<file path="config.mk">
export PLATFORM = sky130hd
export DESIGN_NAME = escalonador_processos
export DESIGN_NICKNAME = d
export VERILOG_FILES = /design/src/rtl/escalonador_pkg.sv /design/src/rtl/escalonador_processos_contador.sv /design/src/rtl/escalonador_processos.sv
export SDC_FILE = /design/constraint.sdc
export NUM_CORES = 1
export LEC_CHECK = 0
export BUFFER_PORTS_ARGS = -buffer_cell sky130_fd_sc_hd__buf_4
export CORE_ASPECT_RATIO = 1.4
export CORE_MARGIN = 5
export CORE_UTILIZATION = 30
export CTS_BUF_LIST = sky130_fd_sc_hd__clkbuf_4
export DETAILED_ROUTE_END_ITERATION = 10
export PLACE_DENSITY = 0.45
export SETUP_SLACK_MARGIN = 0.05
export SLEW_MARGIN = 20
export SYNTH_ARGS = -nofsm -noshare
export SYNTH_HDL_FRONTEND = slang
export SYNTH_SLANG_ARGS = --single-unit
</file>
<file path="constraint.sdc">
create_clock -name clk -period 2.95 [get_ports clk]
set_clock_uncertainty 0.1 [all_clocks]
set_input_delay 0.59 -clock clk [delete_from_list [all_inputs] [get_ports clk]]
set_output_delay 0.59 -clock clk [all_outputs]
set_load 0.03 [all_outputs]
</file>
<file path="src/rtl/escalonador_pkg.sv">
// Shared encodings for the context-switch controller: FSM states and pid constants.
package escalonador_pkg;
    localparam int PID_W = 2;
    localparam logic [PID_W-1:0] PID_OS = 2'd0;

    typedef enum logic [1:0] {
        S_OS    = 2'd0,
        S_USER  = 2'd1,
        S_TROCA = 2'd2
    } state_t;
endpackage

</file>
<file path="src/rtl/escalonador_processos_contador.sv">
// Quantum counter: counts enabled cycles of a user slice and flags the last one.
module contador_quantum #(
    parameter int QUANTUM = 64,
    parameter int CNT_W   = 16
) (
    input  logic clk,
    input  logic reset,
    input  logic clr,
    input  logic en,
    output logic expira
);
    localparam logic [CNT_W-1:0] LAST = CNT_W'(QUANTUM - 1);

    logic [CNT_W-1:0] cnt_q, cnt_d;

    always_comb begin
        cnt_d = cnt_q;
        if (clr)
            cnt_d = '0;
        else if (en)
            cnt_d = cnt_q + 1'b1;
    end

    always_ff @(posedge clk) begin
        if (reset)
            cnt_q <= '0;
        else
            cnt_q <= cnt_d;
    end

    assign expira = en && (cnt_q == LAST);
endmodule

</file>
<file path="src/rtl/escalonador_processos.sv">
// Context-switch controller: tracks the owning pid, preempts user slices and
// emits a one-cycle troca_ctx strobe for every switch.
module escalonador_processos
    import escalonador_pkg::*;
#(
    parameter int QUANTUM = 64,
    parameter int CNT_W   = 16
) (
    input  logic             clk,
    input  logic             reset,
    input  logic             preemp_mode,
    input  logic             HALT,
    input  logic             WAIT,
    input  logic             Set_ctx,
    input  logic             Set_pid_0,
    input  logic [PID_W-1:0] ctx_pid,
    output logic [PID_W-1:0] id_proc,
    output logic             troca_ctx,
    output logic             preemptado
);
    state_t           state_q, state_d;
    logic [PID_W-1:0] id_proc_q, id_proc_d;
    logic             troca_ctx_q, troca_ctx_d;
    logic             preemptado_q, preemptado_d;
    logic             cnt_en, cnt_clr, expira;

    assign cnt_en = (state_q == S_USER) && preemp_mode && !WAIT;

    contador_quantum #(
        .QUANTUM (QUANTUM),
        .CNT_W   (CNT_W)
    ) u_contador (
        .clk    (clk),
        .reset  (reset),
        .clr    (cnt_clr),
        .en     (cnt_en),
        .expira (expira)
    );

    always_comb begin
        state_d      = state_q;
        id_proc_d    = id_proc_q;
        preemptado_d = preemptado_q;
        case (state_q)
            S_OS: begin
                // HALT and Set_pid_0 are no-ops while the OS owns the core
                if (Set_ctx && (ctx_pid != PID_OS)) begin
                    id_proc_d    = ctx_pid;
                    preemptado_d = 1'b0;
                    state_d      = S_TROCA;
                end
            end
            S_USER: begin
                if (HALT || Set_pid_0) begin
                    id_proc_d    = PID_OS;
                    preemptado_d = 1'b0;
                    state_d      = S_TROCA;
                end else if (expira) begin
                    id_proc_d    = PID_OS;
                    preemptado_d = 1'b1;
                    state_d      = S_TROCA;
                end
            end
            S_TROCA: state_d = (id_proc_q == PID_OS) ? S_OS : S_USER;
            default: state_d = S_OS;
        endcase
        troca_ctx_d = (state_d == S_TROCA);
        cnt_clr     = (state_d == S_TROCA);
    end

    always_ff @(posedge clk) begin
        if (reset) begin
            state_q      <= S_OS;
            id_proc_q    <= PID_OS;
            troca_ctx_q  <= 1'b0;
            preemptado_q <= 1'b0;
        end else begin
            state_q      <= state_d;
            id_proc_q    <= id_proc_d;
            troca_ctx_q  <= troca_ctx_d;
            preemptado_q <= preemptado_d;
        end
    end

    assign id_proc    = id_proc_q;
    assign troca_ctx  = troca_ctx_q;
    assign preemptado = preemptado_q;
endmodule

</file>
==> impl_metrics.toml, run 1 <==
[run_status]
outcome = "finished, final reports clean"

[grt]
grt_max_degree = 17
grt_pass1_wl_um = 3720
track_usage_pct = 10.1
grt_overflow = 0
grt_pass1_vias = 851
antenna_found_initial = 0

[floorplan]
placementRows = 25
io_pins = 13
initial_utilization_pct = 31.6
core_area_um2 = 3410
die_w_um = 60.6
die_y_um = 80.9
dieArea_um2 = 4900

[clock_tree]
root_buffer = "clkbuf_4"
clock_latency_ns = 0.31
cts_buffers = 3
cts_setup_buffers = 0
cts_resized = 0
clk_pin_slew_worst_paths_ns = 0.13
cts_sinks = 22
htreeDepth = 1
cts_tree = "yes"
hold_buffers = 0
clockBufferDepth = 2

[synthesis]
yosysUniqueCellTypes = 33
synth_cells = 119
ys_seq_area_share_pct = 40.9
syn_avg_cell_area_um2 = 9.04
synthFlopType = "dfxtp_1"
yosys.area.top_type = "dfxtp_1"
synth-async-reset-ratio_pct = 0
yosys_warnings = 0
synthTopCellsByArea = "dfxtp_1, xnor2_1, nor3_1"
synth_edf_count = 0
synth_fp_nets = 129
synth_seq_cells = 22
synth_top_area_share_pct = 40.9
yosysMostFrequentCell = "dfxtp_1"
synth_commonest_cells = "dfxtp_1, nor3_1, xnor2_1"
synth_area_um2 = 1080

[worst_setup_path]
r2r_slack_ns = 0.95
crit_type = "flop to flop"
critical_path.top_delay_family = "compound AO/OA/AOI/OAI gates"
cp.arrival_ns = 2.12
worst_setup_path_start_kind = "flop"
slowest_delay_ns = 0.41
crit_chain = "ha_1, nand2_1, or3_4, o21ai_4, a2bb2o_4"
endpoint_kind = "flop"
crit_fanout = 16
cpMaxStageDelayCell = "o21ai_4"
path_buf_inv = 0
worstPathRequired_ns = 3.07

[flow_run]
cap_violations = 0

[sta]
fin_tns_setup_ns = 0
final_max_slew_viol_count = 0
rsz0062_at_grt = "no"
hold_viol_final = 0
setup_viol = 0
fmax_mhz = 500
worst_pin_slew_ns = 0.680
final.min_clock_period_ns = 2.00
relSlewSlack_pct = 54.5
fin_crit_sh_pct = 67.8

[placed_design]
port_buffers = 12
dp_hpwl_um = 1720
gp_congestion = 0.718
placed_area_um2 = 1200

[layout]
fill_cells = 358
syn2layout_area_growth_pct = 14.0
drive_gt1_share_pct = 18.9
diodes = 0
design_area_um2 = 1230
multi_input_area_um2 = 601
nNetsFinal = 144
regArea_um2 = 440

[routing]
wire_per_inst_um = 13.2
vias = 907
vias_per_cell = 5.27
detail-route-antenna-nets = 0
drc_errors = 0
wl_um = 2270
drt-pass1-iter-count = 4
drtIter0Drc = 28

[power]
ir_drop_uv = 171
p_per_area_nw_per_um2 = 398
cellLeakagePower_nw = 0.365

[min_path]
hp-class = "primary input to flop"
==> state kept, by name, indices dropped and copies added, names as in the netlist <==
| register | flops |
|---|---|
| id_proc | 2 |
| preemptado | 1 |
| state_q | 2 |
| troca_ctx | 1 |
| u_contador.cnt_q | 16 |
==> worst paths after layout <==
path                        from          to  cells after the start
max          u_contador.cnt_q[0]  id_proc[0]                      5
min reg2reg           preemptado  preemptado                      2
min                        reset  state_q[1]                      2
max reg2reg  u_contador.cnt_q[0]  id_proc[0]                      5
==> cell usage in the layout, fill, tap and decap left out, types with 2 or more instances in the layout <==
cell	Yosys	layout
nand2_1	8	8
nor4_1	8	8
inv_1	4	4
nand4_1	5	5
dfxtp_1	22	22
xnor2_1	11	11
o21ai_0	2	2
or2_2	2	2
a211oi_1	2	2
a21oi_1	3	3
buf_4	0	13
nand3_1	4	4
nor3_1	19	19
o211ai_1	3	3
nor2_1	6	6
clkbuf_4	0	3
a31oi_1	2	2
==> layer usage <==
metal	part of all wire [%]	up-vias	global-route usage (%)
li1	-	468	-
met2	51	12	17.6
met5	0	-	0
met1	43	425	11.2
met4	1.1	0	5.21
met3	4.6	2	2.23
==> layout make-up <==
class / count / share of cell area (%)
Inverter: 4 / 1.22
Multi-Input combinational cell: 90 / 49.0
Tap cell: 40 / 4.08
Clock buffer: 3 / 1.84
Timing Repair Buffer: 13 / 7.96
Sequential cell: 22 / 35.9
==> power breakdown <==
group	switching, W	internal (W)
clock	0.0000910	0.0000477
sequential	0.00000313	0.000301
combinational	0.0000257	0.0000190
==> through the flow <==
step           util [%]  worst slack (ns)  total power, W  std cells  hold slack (ns)
6_report           36.0             0.950        0.000487        172            0.366
5_1_grt            36.0             0.810        0.000507        172            0.360
4_1_cts            36.0             0.924        0.000496        172            0.354
3_5_place_dp       35.3             0.698        0.000356        169            0.352
3_3_place_gp       35.3             0.709        0.000356        169            0.351
2_1_floorplan         -              1.06        0.000338        119            0.375
==> cells by family after synthesis <==
group           synth area share, %
flops                          40.9
xor+xnor                       9.77
mux                           0.930
fa+ha+maj                      1.16
simple gates                   32.0
buf+inv                        3.25
compound gates                 12.0
No activity file was read; power rests on OpenSTA's default activity.
==> inputs of run 2 (changes only) <==
Clock period 2.95 ns to 1.95 ns, I/O delays scaled along.
==> impl_metrics.toml, run 2 (same netlist as run 1, synthesis figures left out) <==
[run_status]
outcome = "finished, final reports clean"

[routing]
vias = 914
drc_errors = 0
detail-route-antenna-nets = 0
vias_per_cell = 5.02
wire_per_inst_um = 13.5
wl_um = 2470
drt-pass1-iter-count = 4
drtIter0Drc = 31

[clock_tree]
cts_tree = "yes"
root_buffer = "clkbuf_4"
cts_sinks = 22
clock_latency_ns = 0.31
clockBufferDepth = 2
hold_buffers = 0
cts_resized = 0
clk_pin_slew_worst_paths_ns = 0.13
cts_setup_buffers = 0
htreeDepth = 1
cts_buffers = 3

[min_path]
worstHoldEndpoint = "troca_ctx"
hp-class = "primary input to flop"
holdPathStages = 2
hold_start = "reset"

[floorplan]
io_pins = 13
die_w_um = 60.6
core_area_um2 = 3410
die_y_um = 80.9
placementRows = 25
initial_utilization_pct = 31.6
dieArea_um2 = 4900

[placed_design]
post-place-ws_ns = 0.0972
port_buffers = 12
gp_congestion = 0.727
dp_hpwl_um = 1900

[sta]
setup_viol = 0
relSlewSlack_pct = 67.0
timing.final.ws_setup_ns = 0.223
fin_crit_sh_pct = 88.6
rsz0062_at_grt = "no"
worst_pin_slew_ns = 0.491
final.min_clock_period_ns = 1.73
fmax_mhz = 579
hold_viol_final = 0
final_max_slew_viol_count = 0
fin_tns_setup_ns = 0

[worst_setup_path]
cp.arrival_ns = 1.85
crit_chain = "nand3_4, or3_4, o21ai_4, a2bb2o_4"
endpoint_kind = "flop"
worst_setup_path_start_kind = "flop"
slowest_delay_ns = 0.47
worstPathRequired_ns = 2.07
r2r_slack_ns = 0.22
crit_fanout = 8
reg2reg_depth = 4
r2r-start = "u_contador.cnt_q[4]"
crit_type = "flop to flop"
cpMaxStageDelayCell = "dfxtp_1"
reg2reg_to = "id_proc[0]"

[layout]
drive_gt1_share_pct = 23.9
nNetsFinal = 153
syn2layout_area_growth_pct = 21.7
layout_common_cells = "dfxtp_1, buf_4, nor3_1"
diodes = 0
final_common_cell = "dfxtp_1"
top_register = "u_contador.cnt_q"
largest_register_ffs = 16

[grt]
antenna_found_initial = 0
grt_pass1_wl_um = 4080
grt_overflow = 0
grt_pass1_vias = 916
grt_max_degree = 13
track_usage_pct = 11.0

[power]
comb_power_share_pct = 11.1
internal_power_w = 0.000572
p_switching_w = 0.000192
p_per_area_nw_per_um2 = 583
switching_share_pct = 25.1
cellLeakagePower_nw = 0.414
ir_drop_uv = 206
p_clk_share_pct = 28.7
p_seq_share_pct = 60.2

[flow_run]
cap_violations = 0
==> run 2: cell types whose count changed in the layout (fill, tap and decap cells not counted), sizes merged <==
cell    change
clkinv      +1
buf         +9
==> run 2: power groups by stage <==
stage	sequential, W	clock (W)	combinational (W)
final	0.000459	0.000219	0.0000847
after global routing	0.000460	0.000244	0.0000922
after CTS	0.000460	0.000233	0.0000856
after detailed placement	0.000470	0	0.0000850
after global placement	0.000469	0	0.0000856
after floorplan	0.000477	0	0.0000353
==> run 2: layer usage <==
layer | GRT usage [%] | vias up | share of wire [%]
li1 | - | 485 | -
met3 | 2.07 | 2 | 3.9
met1 | 13.2 | 415 | 45
met5 | 0 | - | 0
met4 | 4.56 | 0 | 1.0
met2 | 18.6 | 12 | 50
==> run 2: worst max-delay path: cells and delay by family, from the launching register on <==
kind             cells  cell delay (ns)
flip-flops           1             0.47
AO/OA/AOI/OAI        2             0.48
AND/OR/NAND/NOR      2             0.59
==> run 2: area by class of cell <==
type | instances | area, um^2
repair buffers | 22 | 178
fillers | 359 | 2100
clock inverters | 1 | 3.75
flip-flops and latches | 22 | 440
well taps | 40 | 50.0
inverters | 4 | 15.0
clock buffers | 3 | 22.5
multi-input cells | 90 | 601
==> run 2: how the worst max path moves through the flow <==
stage                        start                   to  cells after the start
2_1_floorplan                 WAIT           id_proc[0]                      4
3_3_place_gp                  WAIT           id_proc[0]                      5
4_1_cts        u_contador.cnt_q[4]  u_contador.cnt_q[4]                      5
3_5_place_dp                  WAIT           id_proc[0]                      5
6_report       u_contador.cnt_q[4]           id_proc[0]                      4
5_1_grt        u_contador.cnt_q[0]  u_contador.cnt_q[4]                      6
==> run 2: per-stage QoR <==
stage	hold slack, ns	instance area [um^2]	util, %	std cells	total power, W
3_3_place_gp	0.351	1280	37.7	178	0.000555
5_1_grt	0.153	1310	38.4	182	0.000796
3_5_place_dp	0.354	1280	37.7	178	0.000555
6_report	0.165	1310	38.4	182	0.000763
2_1_floorplan	0.359	1080	-	119	0.000512
4_1_cts	0.147	1310	38.4	182	0.000778
